### src/rtl/mips_ctrl_pkg.sv
// rtl/mips_ctrl_pkg.sv - shared types and encodings for the multicycle MIPS controller
package mips_ctrl_pkg;

    typedef enum logic [3:0] {
        S_FETCH   = 4'd0,
        S_DECODE  = 4'd1,
        S_MEMADR  = 4'd2,
        S_MEMRD   = 4'd3,
        S_MEMWB   = 4'd4,
        S_MEMWR   = 4'd5,
        S_EXECUTE = 4'd6,
        S_ALUWB   = 4'd7,
        S_BRANCH  = 4'd8,
        S_ADDIEX  = 4'd9,
        S_ADDIWB  = 4'd10,
        S_JUMP    = 4'd11
    } state_t;

    localparam logic [5:0] OP_LW    = 6'h23;
    localparam logic [5:0] OP_SW    = 6'h2B;
    localparam logic [5:0] OP_RTYPE = 6'h00;
    localparam logic [5:0] OP_BEQ   = 6'h04;
    localparam logic [5:0] OP_ADDI  = 6'h08;
    localparam logic [5:0] OP_J     = 6'h02;

    localparam logic [1:0] ALUOP_ADD   = 2'b00;
    localparam logic [1:0] ALUOP_SUB   = 2'b01;
    localparam logic [1:0] ALUOP_FUNCT = 2'b10;

    localparam logic [1:0] PCSRC_ALU    = 2'b00;
    localparam logic [1:0] PCSRC_ALUOUT = 2'b01;
    localparam logic [1:0] PCSRC_JUMP   = 2'b10;

    localparam logic [1:0] SRCB_REG    = 2'b00;
    localparam logic [1:0] SRCB_FOUR   = 2'b01;
    localparam logic [1:0] SRCB_IMM    = 2'b10;
    localparam logic [1:0] SRCB_IMM_SH = 2'b11;

    // States that wait on the memory handshake and are therefore guarded by the timer.
    function automatic logic is_mem_wait(input state_t s);
        return (s == S_FETCH) || (s == S_MEMRD) || (s == S_MEMWR);
    endfunction

endpackage

### src/rtl/mips_wait_timer.sv
// rtl/mips_wait_timer.sv - memory wait counter with clear, enable and terminal count
module mips_wait_timer #(
    parameter int LIMIT = 16
) (
    input  logic clk,
    input  logic rst,
    input  logic clr,
    input  logic en,
    output logic tc
);

    localparam int W = $clog2(LIMIT + 1);

    logic [W-1:0] cnt_q, cnt_d;

    assign tc = (cnt_q == W'(LIMIT - 1));

    always_comb begin
        cnt_d = cnt_q;
        if (clr) begin
            cnt_d = '0;
        end else if (en && !tc) begin
            cnt_d = cnt_q + 1'b1;
        end
    end

    always_ff @(posedge clk or posedge rst) begin
        if (rst) begin
            cnt_q <= '0;
        end else begin
            cnt_q <= cnt_d;
        end
    end

endmodule

### src/rtl/mips_multicycle_ctrl.sv
// rtl/mips_multicycle_ctrl.sv - multicycle MIPS control FSM with memory timeout and sticky error
module mips_multicycle_ctrl
    import mips_ctrl_pkg::*;
#(
    parameter int MEM_TIMEOUT = 16
) (
    input  logic       clk,
    input  logic       rst,
    input  logic [5:0] op,
    input  logic       mem_ready,
    output logic       IorD,
    output logic       MemRead,
    output logic       MemWrite,
    output logic       IRWrite,
    output logic       RegDst,
    output logic       MemtoReg,
    output logic       RegWrite,
    output logic       ALUSrcA,
    output logic       Branch,
    output logic       PCWrite,
    output logic [1:0] ALUSrcB,
    output logic [1:0] ALUOp,
    output logic [1:0] PCSrc,
    output logic [3:0] state_o,
    output logic       err_o
);

    state_t state_q, state_d;
    logic   err_q, err_d;
    logic   waiting, timeout, timer_tc, timer_clr;

    assign waiting   = is_mem_wait(state_q) && !mem_ready;
    assign timeout   = waiting && timer_tc;
    // A FETCH timeout keeps the state unchanged, so it must clear the counter explicitly.
    assign timer_clr = (state_d != state_q) || timeout;

    mips_wait_timer #(.LIMIT(MEM_TIMEOUT)) u_wait_timer (
        .clk (clk),
        .rst (rst),
        .clr (timer_clr),
        .en  (waiting),
        .tc  (timer_tc)
    );

    always_comb begin
        state_d  = state_q;
        err_d    = err_q;
        IorD     = 1'b0;
        MemRead  = 1'b0;
        MemWrite = 1'b0;
        IRWrite  = 1'b0;
        RegDst   = 1'b0;
        MemtoReg = 1'b0;
        RegWrite = 1'b0;
        ALUSrcA  = 1'b0;
        Branch   = 1'b0;
        PCWrite  = 1'b0;
        ALUSrcB  = SRCB_REG;
        ALUOp    = ALUOP_ADD;
        PCSrc    = PCSRC_ALU;
        case (state_q)
            S_FETCH: begin
                MemRead = 1'b1;
                ALUSrcB = SRCB_FOUR;
                IRWrite = mem_ready && !rst;
                PCWrite = mem_ready && !rst;
                if (mem_ready) state_d = S_DECODE;
            end
            S_DECODE: begin
                ALUSrcB = SRCB_IMM_SH;
                case (op)
                    OP_LW, OP_SW: state_d = S_MEMADR;
                    OP_RTYPE:     state_d = S_EXECUTE;
                    OP_BEQ:       state_d = S_BRANCH;
                    OP_ADDI:      state_d = S_ADDIEX;
                    OP_J:         state_d = S_JUMP;
                    default: begin
                        state_d = S_FETCH;
                        err_d   = 1'b1;
                    end
                endcase
            end
            S_MEMADR: begin
                ALUSrcA = 1'b1;
                ALUSrcB = SRCB_IMM;
                state_d = (op == OP_SW) ? S_MEMWR : S_MEMRD;
            end
            S_MEMRD: begin
                IorD    = 1'b1;
                MemRead = 1'b1;
                if (mem_ready) state_d = S_MEMWB;
            end
            S_MEMWB: begin
                MemtoReg = 1'b1;
                RegWrite = 1'b1;
                state_d  = S_FETCH;
            end
            S_MEMWR: begin
                IorD     = 1'b1;
                MemWrite = 1'b1;
                if (mem_ready) state_d = S_FETCH;
            end
            S_EXECUTE: begin
                ALUSrcA = 1'b1;
                ALUOp   = ALUOP_FUNCT;
                state_d = S_ALUWB;
            end
            S_ALUWB: begin
                RegDst   = 1'b1;
                RegWrite = 1'b1;
                state_d  = S_FETCH;
            end
            S_BRANCH: begin
                ALUSrcA = 1'b1;
                ALUOp   = ALUOP_SUB;
                Branch  = 1'b1;
                PCSrc   = PCSRC_ALUOUT;
                state_d = S_FETCH;
            end
            S_ADDIEX: begin
                ALUSrcA = 1'b1;
                ALUSrcB = SRCB_IMM;
                state_d = S_ADDIWB;
            end
            S_ADDIWB: begin
                RegWrite = 1'b1;
                state_d  = S_FETCH;
            end
            S_JUMP: begin
                PCSrc   = PCSRC_JUMP;
                PCWrite = 1'b1;
                state_d = S_FETCH;
            end
            default: state_d = S_FETCH;
        endcase
        if (timeout) begin
            state_d = S_FETCH;
            err_d   = 1'b1;
        end
    end

    always_ff @(posedge clk or posedge rst) begin
        if (rst) begin
            state_q <= S_FETCH;
            err_q   <= 1'b0;
        end else begin
            state_q <= state_d;
            err_q   <= err_d;
        end
    end

    assign state_o = state_q;
    assign err_o   = err_q;

endmodule

### config.mk
export PLATFORM = sky130hd
export DESIGN_NAME = mips_multicycle_ctrl
export DESIGN_NICKNAME = d
export VERILOG_FILES = /design/src/rtl/mips_ctrl_pkg.sv /design/src/rtl/mips_wait_timer.sv /design/src/rtl/mips_multicycle_ctrl.sv
export SDC_FILE = /design/constraint.sdc
export NUM_CORES = 1
export LEC_CHECK = 0
export ABC_AREA = 1
export CAP_MARGIN = 20
export CORE_MARGIN = 4
export CORE_UTILIZATION = 47
export DETAILED_ROUTE_END_ITERATION = 16
export HOLD_SLACK_MARGIN = 0.05
export PLACE_DENSITY = 0.84
export SLEW_MARGIN = 20
export SYNTH_ARGS = -nofsm -noshare
export SYNTH_HDL_FRONTEND = slang
export SYNTH_SLANG_ARGS = --single-unit
### constraint.sdc
create_clock -name clk -period 3.1 [get_ports clk]
set_clock_uncertainty 0.2 [all_clocks]
set_input_delay 0.62 -clock clk [delete_from_list [all_inputs] [get_ports clk]]
set_output_delay 0.62 -clock clk [all_outputs]
set_load 0.05 [all_outputs]
# After elaboration in Yosys (flattened, before gate mapping)
# Index checks and enable logic that the tools add are counted.
# op_classes
n_addsub,1
n_eq_ne,19
mux,25
reduce_logical,22
# op_table
op,n
one-hot mux 4 bit (7 select lines),1
one-hot mux 4 bit (5 select lines),1
"equality test 4 x 3 -> 1 bit, second input constant",4
"equality test 4 bit, second input constant",4
2-to-1 mux 4 bit,4
"equality test 6 bit, second input constant",2
2-to-1 mux 1 bit,12
2-to-1 mux 5 bit,2
"equality test 4 x 2 -> 1 bit, second input constant",2
one-hot mux 2 bit (2 select lines),2
OR reduction 2 bit,4
"equality test 6 x 2 -> 1 bit, second input constant",1
"equality test 6 x 3 -> 1 bit, second input constant",1
"equality test 6 x 4 -> 1 bit, second input constant",1
zero test 6 bit,1
one-hot mux 2 bit (3 select lines),1
OR reduction 6 bit,1
"adder 5 x 1 -> 5 bit, second input constant",1
"equality test 5 x 4 -> 1 bit, second input constant",1
"equality test 4 x 1 -> 1 bit, second input constant",1
logical AND 1 bit,4
zero test 4 bit,1
!= test 4 bit,1
nonzero test 2 bit,2
8 further kinds,12
# word_totals
register_bits,10
elab_cells,70

# Depth between registers and ports, before layout
# Gate-level depths: netlist of run 1.
# logic_depth
ltp_word,9
ltp_mapped,8

# Hierarchy
# From an unflattened synthesis of run 1, not the netlist that was laid out.
# hier_totals
cells_unflattened,160
area_unflattened_um2,934.6
# by_module_without_submodules
mod,n_inst,cells_each,area_per_inst_um2,seq_area_each_um2
mips_multicycle_ctrl,1,123,648.1,125.1
mips_wait_timer,1,37,286.5,125.1

# Least setup slack after synthesis of run 1
# OpenSTA, ideal clock, no wires.
# synth_timing
path_kind,register -> output
from,reg state_q[0] (netlist: state_o[0])
to,out RegWrite
arrival_time_ns,2.292
t_required_ns,2.280
setup_slack_ns,-0.012
path_stages_with_launch,5
path_buffers,0
path_cell_list,dfrtp_1 nand2_1 nor2_1 nor2_1 o21ai_0
# synth_via
elab_chain_cells,3
elab_cells_between_ends,5
# synth_rtl
item,line,rtl
start: declaration,mips_multicycle_ctrl.sv:28,"state_t state_q, state_d;"
start signal: assignment,mips_multicycle_ctrl.sv:147,state_q <= state_d;
equality test 4 bit or equality test 4 x 3 -> 1 bit (tied branches),mips_multicycle_ctrl.sv:61,case (state_q)
OR reduction 3 bit (no line) (*),n/a,
2-to-1 mux 1 bit (*),mips_multicycle_ctrl.sv:61,
end: declaration,mips_multicycle_ctrl.sv:17,"output logic RegWrite,"
# Mark *: on every way between the ends. The rest lies on a longest branch, timed or not.

# Worst setup path after layout of run 1
# layout_timing
from,reg state_q[2] (netlist: state_o[2])
to,out MemRead
# layout_via
elab_chain_cells,3
elab_cells_between_ends,4
# layout_rtl
item,line,rtl
equality test 4 x 2 -> 1 bit or zero test 4 bit (tied branches),mips_multicycle_ctrl.sv:61,
OR reduction 2 bit (no line) (*),n/a,
2-to-1 mux 1 bit (*),mips_multicycle_ctrl.sv:61,
end: declaration,mips_multicycle_ctrl.sv:12,"output logic MemRead,"
# Marks and branches as above.

==> results.json, run 1 <==
{
  "cts_buffer_depth": 2,
  "dp_hpwl_microns": 1740,
  "wirelength_microns": 2030,
  "synth_compound_area_share_pct": 7.37,
  "cts.htree.levels": 1,
  "diodes": 0,
  "hold_violations": 0,
  "p_leak_nw": 0.609,
  "rsz0062_at_grt": "false",
  "ant_nets": 0,
  "synthDistinctLibCells": 21,
  "cts_sinks": 10,
  "hold_buffers": 0,
  "wl_met2_microns": 977,
  "startpoint_type": "register",
  "num-nets-final": 172,
  "yosys.area_share.xor_xnor_pct": 1.08,
  "cp_slowest_cell": "clkdlybuf4s50_1",
  "syn_area_per_cell_sq_um": 6.36,
  "crit_top_cell": "nand2_1",
  "met1Wirelength_microns": 899,
  "status": "complete, no violations",
  "via_per_inst": 5.09,
  "power.ir.vdd_worst_mv": 0.382,
  "core_area_sq_um": 1580,
  "wl_per_cell_microns": 11.5,
  "drt_iter0_markers": 16,
  "vias": 896,
  "first_pass_iters": 4,
  "grt_pass1_vias": 805,
  "critPathKind": "register to primary output",
  "synth_fp_nets": 139,
  "slew_headroom_pct": 65.6,
  "wl_met3_microns": 118,
  "synth-simple-area-share_pct": 47.2,
  "synth_area_sq_um": 815,
  "min_period_ps": 2880,
  "cts_buffers": 3,
  "io_buffers": 29,
  "clk_latency_ps": 260,
  "nFillCells": 134,
  "hold_slack_ps": 257,
  "synth.most_common_cell": "nor2_1",
  "ctsResizeCount": 0,
  "drive_gt1_share_pct": 12.5,
  "synth_top_family_by_area": "simple AND/OR/NAND/NOR gates",
  "synth.mux.area_fraction_pct": 0,
  "cp.arrival_ps": 2060,
  "grt_usage_pct": 17.3,
  "ys_warn_count": 0,
  "synth_top_area_share_pct": 30.7,
  "route.detailed.drc": 0,
  "overflow": 0,
  "io_pins": 30,
  "setup_violations": 0,
  "start_util_pct": 51.7,
  "syn2layout_area_growth_pct": 43.2,
  "ys_top_cells_by_count": "nor2_1, nand2_1, inv_1",
  "synth_seq_area_share_pct": 30.7,
  "tns_ps": 0,
  "syn_inst": 128,
  "synth_async_sr_flop_share_pct": 100,
  "max_freq_mhz": 347,
  "grt_max_degree": 11,
  "required_ps": 2280,
  "ys.flop_type": "dfrtp_1",
  "maxSlewViolCount": 0,
  "die_w_microns": 49.6,
  "synth_edf_count": 0,
  "rows": 14,
  "synth_fa_ha_area_share_pct": 3.07,
  "grt_pass1_wl_microns": 3360,
  "end_kind": "primary output",
  "clockRootBuffer": "clkbuf_4",
  "synth-seq-cells": 10,
  "topRoutingLayerUsed": "met4",
  "synth_top_cell_by_area": "dfrtp_1",
  "cap_viol_max_count": 0,
  "fin_crit_sh_pct": 93.0,
  "crit_path_max_incr_delay_ps": 800,
  "hold_path.class": "register to register",
  "path_clk_slew_ps": 70,
  "synth_area_leaders": "dfrtp_1, nor2_1, nand2_1",
  "crit_chain": "nor2_2, nand2_1, nand2_1, clkdlybuf4s50_1",
  "power_density_nw_per_um2": 799,
  "cts_tree": "done",
  "die_area_sq_um": 2460,
  "die_h_microns": 49.6,
  "critical_path.max_fanout": 6,
  "gp_congestion": 0.903,
  "tightest_slew_ps": 514,
  "antenna_found_initial": 0,
  "post-cts-setup-buffers": 0
}
==> report_power, final <==
part | total, mW | internal (mW) | switching, mW
clock | 0.116 | 0.0713 | 0.0448
sequential | 0.189 | 0.156 | 0.0321
combinational | 0.627 | 0.198 | 0.429
total | 0.932 | 0.426 | 0.506
==> path summary, 6_finish.rpt <==
| kind | from | end | slack [ps] | cells after the start |
|---|---|---|---|---|
| min in group asynchronous | rst | state_o[2] | 500 | 2 |
| worst max register to register | u_wait_timer.cnt_q[0] | u_wait_timer.cnt_q[3] | 1510 | 5 |
| worst min register to register | u_wait_timer.cnt_q[0] | u_wait_timer.cnt_q[0] | 260 | 1 |
| worst min-delay path | u_wait_timer.cnt_q[0] | u_wait_timer.cnt_q[0] | 260 | 1 |
| worst max-delay path | state_o[2] | MemRead | 220 | 4 |
| max in group asynchronous | rst | u_wait_timer.cnt_q[2] | 1940 | 2 |
==> sequential cells by signal, summed over array words and instances, names as in the netlist <==
signal,flops
u_wait_timer.cnt_q,5
err_o,1
state_o,4
==> placed cells by master (no fill, tap or decap), drive strengths merged, types with 2 or more instances in the layout <==
cell           instances
inv                   21
nand3b                 3
dfrtp                 10
clkdlybuf4s50         26
nand2                 31
o21ai                  5
ha                     2
clkbuf                 4
nor2                  32
a21oi                  5
buf                    2
nand3                 14
==> layer usage <==
| layer | vias up | track usage (%) |
|---|---|---|
| met3 | 6 | 3.92 |
| met4 | 0 | 6.45 |
| li1 | 461 | - |
| met5 | - | 0 |
| met2 | 29 | 29.7 |
| met1 | 400 | 20.8 |
==> layout make-up <==
type | instances | area (sq um) | share of cell area [%]
Multi-Input combinational cell | 96 | 480 | 41.2
Timing Repair Buffer | 29 | 300 | 25.8
Sequential cell | 10 | 250 | 21.5
Inverter | 21 | 78.8 | 6.76
Clock buffer | 4 | 36.3 | 3.11
Tap cell | 16 | 20.0 | 1.72
==> stage by stage <==
| step | total power [mW] | setup WS (ps) | area [sq um] | instances | utilization, % |
|---|---|---|---|---|---|
| floorplan | 0.625 | 32.7 | 817 | 128 | - |
| global placement | 0.809 | 515 | 1130 | 172 | 71.5 |
| detailed placement | 0.819 | 462 | 1130 | 172 | 71.5 |
| CTS | 0.938 | 168 | 1160 | 176 | 73.8 |
| global route | 0.987 | 47.3 | 1170 | 176 | 74.0 |
| finish | 0.932 | 218 | 1170 | 176 | 74.0 |
==> worst max-delay path: cells and delay by family, from the launching register on <==
family	cells	cell delay, ps
simple gates	3	560
buf+inv	1	800
flops	1	430
==> cells by family (layout without fill, tap and decap cells) <==
family,count (synthesis),in the layout
AND/OR/NAND/NOR,82,82
buffers and inverters,22,54
AO/OA/AOI/OAI,11,11
flip-flops,10,10
adder cells (fa/ha/maj),2,2
XOR/XNOR,1,1
Power figures use the tool's default switching activity.
==> inputs of run 2 (changes only) <==
--- a/config.mk
+++ b/config.mk
@@ -8,10 +8,11 @@
 export ABC_AREA = 1
 export CAP_MARGIN = 20
 export CORE_MARGIN = 4
-export CORE_UTILIZATION = 47
+export CORE_UTILIZATION = 49
+export CTS_BUF_LIST = sky130_fd_sc_hd__clkbuf_4
 export DETAILED_ROUTE_END_ITERATION = 16
 export HOLD_SLACK_MARGIN = 0.05
-export PLACE_DENSITY = 0.84
+export PLACE_DENSITY = 0.87
 export SLEW_MARGIN = 20
 export SYNTH_ARGS = -nofsm -noshare
 export SYNTH_HDL_FRONTEND = slang
==> results.json, run 2 (synthesis gave the netlist of run 1 again) <==
{
  "status": "complete, no violations",
  "hold_path.class": "register to register",
  "core_area_sq_um": 1540,
  "diodes": 0,
  "gp_congestion": 0.927,
  "slew_headroom_pct": 64.6,
  "critical_path.max_fanout": 6,
  "grt_max_degree": 11,
  "grt_util_met2_pct": 36.5,
  "rows": 14,
  "start_util_pct": 52.8,
  "die_w_microns": 48.8,
  "grt_pass1_wl_microns": 3550,
  "route.detailed.drc": 0,
  "grt_pass1_vias": 849,
  "finish.utilization_pct": 75.8,
  "rsz0062_at_grt": "false",
  "min_period_ps": 2910,
  "clockRootBuffer": "clkbuf_4",
  "required_ps": 2280,
  "cp.arrival_ps": 2090,
  "wirelength_microns": 2190,
  "seq_power_share_pct": 20.6,
  "num-nets-final": 172,
  "power_switching_uw": 509,
  "max_freq_mhz": 344,
  "p_comb_share_pct": 69.8,
  "use_met3_pct": 4.89,
  "startpoint_type": "register",
  "cts_buffers": 3,
  "grt_usage_pct": 18.6,
  "end_kind": "primary output",
  "tns_ps": 0,
  "syn2layout_area_growth_pct": 43.5,
  "first_pass_iters": 4,
  "post-cts-setup-buffers": 0,
  "setup_ws_ps": 193,
  "cp_slowest_cell": "clkdlybuf4s50_1",
  "clk_latency_ps": 260,
  "busiest_layer": "met2",
  "crit_top_cell": "nand2_1",
  "power.ir.vdd_worst_mv": 0.444,
  "power_density_nw_per_um2": 785,
  "die_area_sq_um": 2380,
  "path_clk_slew_ps": 60,
  "regMostFlops": "u_wait_timer.cnt_q",
  "crit_path_max_incr_delay_ps": 800,
  "drive_gt1_share_pct": 11.9,
  "hold_violations": 0,
  "total_power_uw": 918,
  "power.share.clock_pct": 9.6,
  "largest_reg_flops": 5,
  "tightest_slew_ps": 529,
  "io_pins": 30,
  "final_cell_mix": "nand2_1, nor2_1, clkdlybuf4s50_1",
  "power.share.switching_pct": 55.5,
  "cts_buffer_depth": 2,
  "io_buffers": 29,
  "overflow": 0,
  "cts_sinks": 10,
  "fin_crit_sh_pct": 93.8,
  "setup_violations": 0,
  "dp_hpwl_microns": 1860,
  "drt_iter0_markers": 24,
  "cts_tree": "done",
  "cts.htree.levels": 1,
  "cap_viol_max_count": 0,
  "ant_nets": 0,
  "met1_usage_pct": 18.0,
  "p_leak_nw": 0.607,
  "wl_per_cell_microns": 12.4,
  "die_h_microns": 48.8,
  "via_per_inst": 5.15,
  "internal-power_uw": 408,
  "antenna_found_initial": 0,
  "maxSlewViolCount": 0,
  "crit_chain": "nor2_2, nand2_1, nand2_1, clkdlybuf4s50_1",
  "critPathKind": "register to primary output",
  "dp_slack_ps": 414,
  "vias": 907,
  "hold_slack_ps": 264
}
run 2: critical path, delay by kind of cell (launching register included):
| kind | cells | cell delay, ps |
|---|---|---|
| buf+inv | 1 | 800 |
| flops | 1 | 440 |
| simple gates | 3 | 590 |
run 2: path summary, 6_finish.rpt:
kind                                       start                    end  slack (ps)  depth (start not counted)
max                                   state_o[2]                MemRead         190                          4
min                        u_wait_timer.cnt_q[0]  u_wait_timer.cnt_q[0]         260                          1
max reg2reg                           state_o[2]             state_o[0]        1470                          6
min reg2reg                u_wait_timer.cnt_q[0]  u_wait_timer.cnt_q[0]         260                          1
max in group asynchronous                    rst             state_o[3]        1890                          2
min in group asynchronous                    rst             state_o[0]         530                          2
run 2: power by group through the flow:
| stage | clock network (mW) | logic [mW] | registers [mW] |
|---|---|---|---|
| finish | 0.0882 | 0.641 | 0.189 |
| global route | 0.101 | 0.680 | 0.194 |
| detailed placement | 0 | 0.641 | 0.191 |
| CTS | 0.0928 | 0.642 | 0.188 |
| global placement | 0 | 0.632 | 0.187 |
| floorplan | 0 | 0.389 | 0.236 |
run 2: repair_timing:
| item | 4_1_cts | 5_1_grt |
|---|---|---|
| endpoints found under the setup margin | 0 | 1 |
| resized for setup | 0 | 1 |
| hold buffers | 0 | 0 |
run 2: final cells by class:
type | count | area (sq um)
inverters | 21 | 78.8
clock inverters | 1 | 3.75
flip-flops and latches | 10 | 250
fillers | 128 | 373
multi-input cells | 96 | 480
repair buffers | 29 | 313
clock buffers | 3 | 22.5
well taps | 16 | 20.0
run 2: metrics by stage:
step	std cells	instance area, sq um
2_1_floorplan	128	817
3_3_place_gp	172	1140
3_5_place_dp	172	1140
4_1_cts	176	1170
5_1_grt	176	1170
6_report	176	1170
run 2: metal layers:
layer	vias up	part of all wire, %
met1	402	41
met2	38	52
met5	-	0
met3	4	6.1
li1	463	-
met4	0	1.3
